[config.mk]
export PLATFORM = sky130hd
export DESIGN_NAME = bram_word_port_flat
export DESIGN_NICKNAME = d
export VERILOG_FILES = /design/src/rtl/bram_word_port_if.sv /design/src/rtl/bram_word_port.sv /design/src/flat_wrapper.sv
export SDC_FILE = /design/constraint.sdc
export NUM_CORES = 1
export LEC_CHECK = 0
export CORE_MARGIN = 2
export CORE_UTILIZATION = 42
export CTS_CLUSTER_DIAMETER = 60
export DETAILED_ROUTE_END_ITERATION = 6
export DONT_BUFFER_PORTS = 1
export SETUP_SLACK_MARGIN = 0.05
export SLEW_MARGIN = 5
export SYNTH_ARGS = -nofsm -noshare
export SYNTH_HDL_FRONTEND = slang
export SYNTH_SLANG_ARGS = --single-unit
[constraint.sdc]
create_clock -name clk -period 5.2 [get_ports clk]
set_input_delay 0 -clock clk [delete_from_list [all_inputs] [get_ports clk]]
set_output_delay 0 -clock clk [all_outputs]
set_load 0.05 [all_outputs]
[src/rtl/bram_word_port_if.sv]
// Request/response handshake plus dual byte-wide RAM port bundle for bram_word_port.
// The master side is the core and RAM environment; the slave side is the adapter.
interface bram_word_port_if #(
  parameter int BYTE_ADDR_WIDTH = 12
);
  logic                       req_valid;
  logic                       req_ready;
  logic [BYTE_ADDR_WIDTH-1:0] req_addr;
  logic                       req_we;
  logic [1:0]                 req_size;
  logic                       req_unsigned;
  logic [31:0]                req_wdata;
  logic                       rsp_valid;
  logic                       rsp_ready;
  logic [31:0]                rsp_rdata;
  logic                       rsp_err;
  logic [BYTE_ADDR_WIDTH-1:0] mem_addr_a;
  logic [BYTE_ADDR_WIDTH-1:0] mem_addr_b;
  logic                       mem_read_a;
  logic                       mem_read_b;
  logic                       mem_we_a;
  logic                       mem_we_b;
  logic [7:0]                 mem_wdata_a;
  logic [7:0]                 mem_wdata_b;
  logic [7:0]                 mem_rdata_a;
  logic [7:0]                 mem_rdata_b;

  modport master (
    output req_valid, req_addr, req_we, req_size, req_unsigned, req_wdata, rsp_ready,
           mem_rdata_a, mem_rdata_b,
    input  req_ready, rsp_valid, rsp_rdata, rsp_err,
           mem_addr_a, mem_addr_b, mem_read_a, mem_read_b, mem_we_a, mem_we_b,
           mem_wdata_a, mem_wdata_b
  );

  modport slave (
    input  req_valid, req_addr, req_we, req_size, req_unsigned, req_wdata, rsp_ready,
           mem_rdata_a, mem_rdata_b,
    output req_ready, rsp_valid, rsp_rdata, rsp_err,
           mem_addr_a, mem_addr_b, mem_read_a, mem_read_b, mem_we_a, mem_we_b,
           mem_wdata_a, mem_wdata_b
  );
endinterface

[src/rtl/bram_word_port.sv]
// 32-bit load/store adapter onto a byte-wide dual-port BRAM, two bytes per cycle,
// little-endian, with alignment checking and load sign/zero extension.
module bram_word_port #(
  parameter int BYTE_ADDR_WIDTH = 12
) (
  input  logic             clk,
  input  logic             reset,
  bram_word_port_if.slave  bus
);
  localparam int AW = BYTE_ADDR_WIDTH;

  typedef enum logic [2:0] {IDLE, ACC0, ACC1, CAPT, RESP} state_t;

  state_t        r_state;
  logic [AW-1:0] r_addr;
  logic          r_we;
  logic [1:0]    r_size;
  logic          r_uns;
  logic [31:0]   r_wdata;
  logic [31:0]   r_rdata;
  logic          r_err;
  logic          w_accept;
  logic          w_bad;

  function automatic logic [31:0] extend(input logic [15:0] d, input logic half, input logic uns);
    if (half) return uns ? {16'h0, d} : {{16{d[15]}}, d};
    return uns ? {24'h0, d[7:0]} : {{24{d[7]}}, d[7:0]};
  endfunction

  assign w_accept = bus.req_valid && (r_state == IDLE);
  assign w_bad    = (bus.req_size == 2'b11) ||
                    ((bus.req_size == 2'b01) && bus.req_addr[0]) ||
                    ((bus.req_size == 2'b10) && (bus.req_addr[1:0] != 2'b00));

  assign bus.req_ready = (r_state == IDLE);
  assign bus.rsp_valid = (r_state == RESP);
  assign bus.rsp_rdata = r_rdata;
  assign bus.rsp_err   = r_err;

  // Request fields only matter while busy, so they carry no reset.
  always_ff @(posedge clk) begin
    if (w_accept) begin
      r_addr  <= bus.req_addr;
      r_we    <= bus.req_we;
      r_size  <= bus.req_size;
      r_uns   <= bus.req_unsigned;
      r_wdata <= bus.req_wdata;
    end
  end

  always_ff @(posedge clk or posedge reset) begin
    if (reset) begin
      r_state <= IDLE;
      r_rdata <= 32'h0;
      r_err   <= 1'b0;
    end else begin
      case (r_state)
        IDLE: if (w_accept) begin
          r_rdata <= 32'h0;
          r_err   <= w_bad;
          r_state <= w_bad ? RESP : ACC0;
        end
        ACC0: r_state <= (r_size == 2'b10) ? ACC1 : (r_we ? RESP : CAPT);
        ACC1: begin
          if (!r_we) r_rdata[15:0] <= {bus.mem_rdata_b, bus.mem_rdata_a};
          r_state <= r_we ? RESP : CAPT;
        end
        // r_rdata[15:0] holds bytes 0/1 of a word load captured during ACC1.
        CAPT: begin
          if (r_size == 2'b10)
            r_rdata <= {bus.mem_rdata_b, bus.mem_rdata_a, r_rdata[15:0]};
          else
            r_rdata <= extend({bus.mem_rdata_b, bus.mem_rdata_a}, r_size[0], r_uns);
          r_state <= RESP;
        end
        RESP: if (bus.rsp_ready) r_state <= IDLE;
        default: r_state <= IDLE;
      endcase
    end
  end

  // RAM side is a pure decode of state and latched request, so reset drops it at once.
  always_comb begin
    bus.mem_addr_a  = '0;
    bus.mem_addr_b  = '0;
    bus.mem_read_a  = 1'b0;
    bus.mem_read_b  = 1'b0;
    bus.mem_we_a    = 1'b0;
    bus.mem_we_b    = 1'b0;
    bus.mem_wdata_a = 8'h0;
    bus.mem_wdata_b = 8'h0;
    if (r_state == ACC0) begin
      bus.mem_addr_a  = r_addr;
      bus.mem_we_a    = r_we;
      bus.mem_read_a  = !r_we;
      bus.mem_wdata_a = r_we ? r_wdata[7:0] : 8'h0;
      if (r_size != 2'b00) begin
        bus.mem_addr_b  = r_addr + AW'(1);
        bus.mem_we_b    = r_we;
        bus.mem_read_b  = !r_we;
        bus.mem_wdata_b = r_we ? r_wdata[15:8] : 8'h0;
      end
    end else if (r_state == ACC1) begin
      bus.mem_addr_a  = r_addr + AW'(2);
      bus.mem_addr_b  = r_addr + AW'(3);
      bus.mem_we_a    = r_we;
      bus.mem_we_b    = r_we;
      bus.mem_read_a  = !r_we;
      bus.mem_read_b  = !r_we;
      bus.mem_wdata_a = r_we ? r_wdata[23:16] : 8'h0;
      bus.mem_wdata_b = r_we ? r_wdata[31:24] : 8'h0;
    end
  end
endmodule
[src/flat_wrapper.sv]
// flat-port wrapper written by rule: the top's interface ports become plain ports
module bram_word_port_flat 
#(
  parameter int BYTE_ADDR_WIDTH = 12
)
  (clk, reset, bus_req_valid, bus_req_addr, bus_req_we, bus_req_size, bus_req_unsigned, bus_req_wdata, bus_rsp_ready, bus_mem_rdata_a, bus_mem_rdata_b, bus_req_ready, bus_rsp_valid, bus_rsp_rdata, bus_rsp_err, bus_mem_addr_a, bus_mem_addr_b, bus_mem_read_a, bus_mem_read_b, bus_mem_we_a, bus_mem_we_b, bus_mem_wdata_a, bus_mem_wdata_b);
  bram_word_port_if #(.BYTE_ADDR_WIDTH(BYTE_ADDR_WIDTH)) bus_i ();
  input  logic clk;
  input  logic reset;
  input wire logic [$bits(bus_i.req_valid)-1:0] bus_req_valid;
  input wire logic [$bits(bus_i.req_addr)-1:0] bus_req_addr;
  input wire logic [$bits(bus_i.req_we)-1:0] bus_req_we;
  input wire logic [$bits(bus_i.req_size)-1:0] bus_req_size;
  input wire logic [$bits(bus_i.req_unsigned)-1:0] bus_req_unsigned;
  input wire logic [$bits(bus_i.req_wdata)-1:0] bus_req_wdata;
  input wire logic [$bits(bus_i.rsp_ready)-1:0] bus_rsp_ready;
  input wire logic [$bits(bus_i.mem_rdata_a)-1:0] bus_mem_rdata_a;
  input wire logic [$bits(bus_i.mem_rdata_b)-1:0] bus_mem_rdata_b;
  output wire logic [$bits(bus_i.req_ready)-1:0] bus_req_ready;
  output wire logic [$bits(bus_i.rsp_valid)-1:0] bus_rsp_valid;
  output wire logic [$bits(bus_i.rsp_rdata)-1:0] bus_rsp_rdata;
  output wire logic [$bits(bus_i.rsp_err)-1:0] bus_rsp_err;
  output wire logic [$bits(bus_i.mem_addr_a)-1:0] bus_mem_addr_a;
  output wire logic [$bits(bus_i.mem_addr_b)-1:0] bus_mem_addr_b;
  output wire logic [$bits(bus_i.mem_read_a)-1:0] bus_mem_read_a;
  output wire logic [$bits(bus_i.mem_read_b)-1:0] bus_mem_read_b;
  output wire logic [$bits(bus_i.mem_we_a)-1:0] bus_mem_we_a;
  output wire logic [$bits(bus_i.mem_we_b)-1:0] bus_mem_we_b;
  output wire logic [$bits(bus_i.mem_wdata_a)-1:0] bus_mem_wdata_a;
  output wire logic [$bits(bus_i.mem_wdata_b)-1:0] bus_mem_wdata_b;
  assign bus_i.req_valid = bus_req_valid;
  assign bus_i.req_addr = bus_req_addr;
  assign bus_i.req_we = bus_req_we;
  assign bus_i.req_size = bus_req_size;
  assign bus_i.req_unsigned = bus_req_unsigned;
  assign bus_i.req_wdata = bus_req_wdata;
  assign bus_i.rsp_ready = bus_rsp_ready;
  assign bus_i.mem_rdata_a = bus_mem_rdata_a;
  assign bus_i.mem_rdata_b = bus_mem_rdata_b;
  assign bus_req_ready = bus_i.req_ready;
  assign bus_rsp_valid = bus_i.rsp_valid;
  assign bus_rsp_rdata = bus_i.rsp_rdata;
  assign bus_rsp_err = bus_i.rsp_err;
  assign bus_mem_addr_a = bus_i.mem_addr_a;
  assign bus_mem_addr_b = bus_i.mem_addr_b;
  assign bus_mem_read_a = bus_i.mem_read_a;
  assign bus_mem_read_b = bus_i.mem_read_b;
  assign bus_mem_we_a = bus_i.mem_we_a;
  assign bus_mem_we_b = bus_i.mem_we_b;
  assign bus_mem_wdata_a = bus_i.mem_wdata_a;
  assign bus_mem_wdata_b = bus_i.mem_wdata_b;
  bram_word_port #(.BYTE_ADDR_WIDTH(BYTE_ADDR_WIDTH)) u_core (.clk(clk), .reset(reset), .bus(bus_i));
endmodule
==> impl_metrics.json <==
{
  "grt_antenna_before_repair": 0,
  "cts-root-to-sink-buffers": 2,
  "worst_setup_hold_path_clk_slew_ns": 0.08,
  "worst_setup_path_end_kind": "output port",
  "achievable-frequency_mhz": 289,
  "vias_after_detailed_routing": 3306,
  "crit_fanout": 24,
  "die_width_um": 104,
  "fp-row-count": 36,
  "globalRouteOverflowTotal": 0,
  "place.gp.congestion": 0.883,
  "wire_length_of_the_first_global_routing_pass_um": 16800,
  "synthArstFlopShare_pct": 42.9,
  "slew_hr_pct": 22.1,
  "critical_setup_path_kind": "flip-flop to output port",
  "timing_max_transition_violations_final": 0,
  "via_count_of_the_first_global_routing_pass": 3177,
  "outcome": "finished, final reports clean",
  "crit_path_top_delay_cell": "sky130_fd_sc_hd__nor3b_4",
  "grt_setup_unrepaired": "false",
  "route.detailed.wl_per_inst_um": 17.7,
  "cts_htree_levels": 3,
  "netlist-cell-type-count": 45,
  "finalClockSkew_ns": 0.0153,
  "postSynthRegisterBits": 84,
  "hold_slack_ns": 0.0293,
  "vdd_drop_max_mv": 0.223,
  "placed_wire_length_estimate_um": 6820,
  "drt_first_iter_violations": 197,
  "worstSkewPairLatency_ns": 0.36,
  "fp.dieH_um": 104,
  "post_synth_main_area_contributors": "sky130_fd_sc_hd__edfxtp_1 35%, sky130_fd_sc_hd__dfrtp_1 22%, sky130_fd_sc_hd__nand2_1 4.9%, sky130_fd_sc_hd__o21ai_0 4.6%, sky130_fd_sc_hd__nor2_1 3.7%",
  "cts_tree": "yes",
  "synth.cell_area_um2": 4180,
  "synth_commonest_cells": "54 x sky130_fd_sc_hd__nand2_1, 48 x sky130_fd_sc_hd__edfxtp_1, 41 x sky130_fd_sc_hd__nor2_1",
  "path_cells": "nor3b_4 > o21ai_2 > o22ai_2 > a21oi_1 > a21oi_1",
  "post_cts_resized": 0,
  "vias_per_cell": 5.46,
  "ys_dominant_reg_cell": "sky130_fd_sc_hd__edfxtp_1",
  "cap_viol_max_count": 0,
  "cp_slowest_stage_delay_ns": 0.90,
  "timing.setup.tns_ns": 0,
  "floorplan.io_pins": 147,
  "cts_root_buffer": "sky130_fd_sc_hd__clkbuf_8",
  "worst-endpoint-required_ns": 5.20,
  "numCtsBuffers": 9,
  "library_cell_with_the_highest_instance_count_after_synthesis": "sky130_fd_sc_hd__nand2_1",
  "crit_arrival_ns": 3.46,
  "port_buffers": 0,
  "worst_path_most_repeated_cell": "sky130_fd_sc_hd__a21oi_1",
  "drc_viols": 0,
  "syn_inst": 405,
  "firstDrtPassIters": 5,
  "share_of_post_route_cells_with_drive_strength_above_1_pct": 10.2,
  "floorplan.initialDensity_pct": 42.9,
  "hp-class": "input port to flip-flop",
  "fraction_of_post_synthesis_cell_area_in_the_top_cell_type_by_area_pct": 34.5,
  "yosys_warnings": 0,
  "grt_max_degree": 50,
  "design.final.nets": 539,
  "fp.dieArea_um2": 10800,
  "critical_path_buf_inv_count": 0,
  "cts.sink_count": 84,
  "num_antenna_cells": 0,
  "worst-slew-pin-transition_ns": 1.17,
  "wirelength_um": 10700,
  "post-synth-top-area-cell": "sky130_fd_sc_hd__edfxtp_1",
  "final.period_utilization_pct": 66.5,
  "start_kind": "flip-flop",
  "setup_viol_count_final": 0,
  "globalRouteTotalUtil_pct": 19.7,
  "total_leakage_power_uw": 0.00200,
  "final_antenna_net_count": 0,
  "area_growth_syn_to_layout_pct": 25.3,
  "synth.avg_cell_area_um2": 10.3,
  "path_delay_family": "compound AO/OA/AOI/OAI gates",
  "final_hold_viol_count": 0,
  "core_area_um2": 9730,
  "synth-edff-count": 48,
  "syn-num-nets": 477,
  "min_period_ns": 3.46,
  "yosysSeqAreaShare_pct": 56.1,
  "power_per_cell_area_nw_per_um2": 551
}
report_power, final:
group	switching, uW	internal (uW)	total [uW]
sequential	328	901	1230
combinational	814	291	1110
clock	228	319	547
flip-flops by register name, indices dropped and copies added, names as in the netlist:
register and flops:
u_core.bus.rsp_err 1, u_core.bus.rsp_rdata 32, u_core.r_addr 12, u_core.r_size 2, u_core.r_state 3, u_core.r_uns 1, u_core.r_wdata 32, u_core.r_we 1
layout make-up:
class                           count  area, um^2
Fill cell                         878        4490
Sequential cell                    84        2340
Multi-Input combinational cell    279        1670
Timing Repair Buffer               78         756
Clock buffer                       13         174
Tap cell                          133         166
Clock inverter                      3        66.3
Inverter                           15        56.3
cell usage in the layout, fill, tap and decap left out, types with 10 or more instances in the layout:
| cell type | Yosys | routed |
|---|---|---|
| sky130_fd_sc_hd__a21oi_1 | 25 | 25 |
| sky130_fd_sc_hd__a22oi_1 | 19 | 19 |
| sky130_fd_sc_hd__a31oi_1 | 10 | 10 |
| sky130_fd_sc_hd__buf_4 | 2 | 10 |
| sky130_fd_sc_hd__clkbuf_8 | 0 | 10 |
| sky130_fd_sc_hd__dfrtp_1 | 36 | 36 |
| sky130_fd_sc_hd__dlygate4sd3_1 | 0 | 68 |
| sky130_fd_sc_hd__edfxtp_1 | 48 | 48 |
| sky130_fd_sc_hd__inv_1 | 15 | 15 |
| sky130_fd_sc_hd__nand2_1 | 54 | 54 |
| sky130_fd_sc_hd__nor2_1 | 41 | 40 |
| sky130_fd_sc_hd__nor2b_1 | 21 | 21 |
| sky130_fd_sc_hd__o21ai_0 | 38 | 32 |
through the flow:
stage	power [uW]	cells	util (%)	cell area, um^2	worst slack [ns]
after CTS	2890	605	53.8	5240	1.70
after detailed placement	2300	521	44.3	4310	2.10
final	2880	605	53.8	5240	1.74
after global placement	2280	521	44.3	4310	2.17
after floorplan	2120	405	-	4180	1.64
after global routing	3020	605	53.8	5240	1.47
worst reg2reg max path: stages (launching register included):
cell,delay (ns)
sky130_fd_sc_hd__dfrtp_1,0.54
sky130_fd_sc_hd__nor3_2,0.84
sky130_fd_sc_hd__and2_2,1.06
sky130_fd_sc_hd__mux2_2,0.46
logic make-up after synthesis:
| kind of cell | Yosys count | synth area share [%] |
|---|---|---|
| AOI/OAI and AO/OA | 115 | 17.3 |
| xor gates and xnor gates | 1 | 0.210 |
| adders and majority gates | 4 | 1.20 |
| buffers and inverters | 42 | 5.00 |
| DFF | 84 | 56.1 |
| muxes | 18 | 4.58 |
| and+or+nand+nor | 141 | 15.6 |
worst paths after layout:
kind	start	end	slack, ns	depth (start not counted)
worst min register to register	u_core.r_we$_DFFE_PP_	u_core.r_state[1]$_DFFE_PP0P_	0.57	3
worst max register to register	u_core.r_state[2]$_DFFE_PP0P_	u_core.bus.rsp_err$_DFFE_PP0P_	2.19	3
max in group asynchronous	reset	u_core.bus.rsp_rdata[27]$_DFFE_PP0P_	4.68	3
worst min-delay path	bus_mem_rdata_b[0]	u_core.bus.rsp_rdata[8]$_DFFE_PP0P_	0.03	3
worst max-delay path	u_core.r_state[0]$_DFFE_PP0P_	bus_mem_addr_b[11]	1.74	5
min in group asynchronous	reset	u_core.bus.rsp_rdata[0]$_DFFE_PP0P_	0.19	3
routing by layer:
metal  global-route usage [%]  wire length, um  vias up
li1                         -                -     1568
met1                     24.7             4600     1592
met2                     32.3             5140      128
met3                     5.98              769       18
met4                     7.24              172        0
met5                        0                0        -
timing repair:
| action | in CTS | in global routing |
|---|---|---|
| hold buffers | 68 | 0 |
| endpoints found under the hold margin | 117 | 0 |
| buffers inserted | 0 | 0 |
No activity file was read; power rests on OpenSTA's default activity.
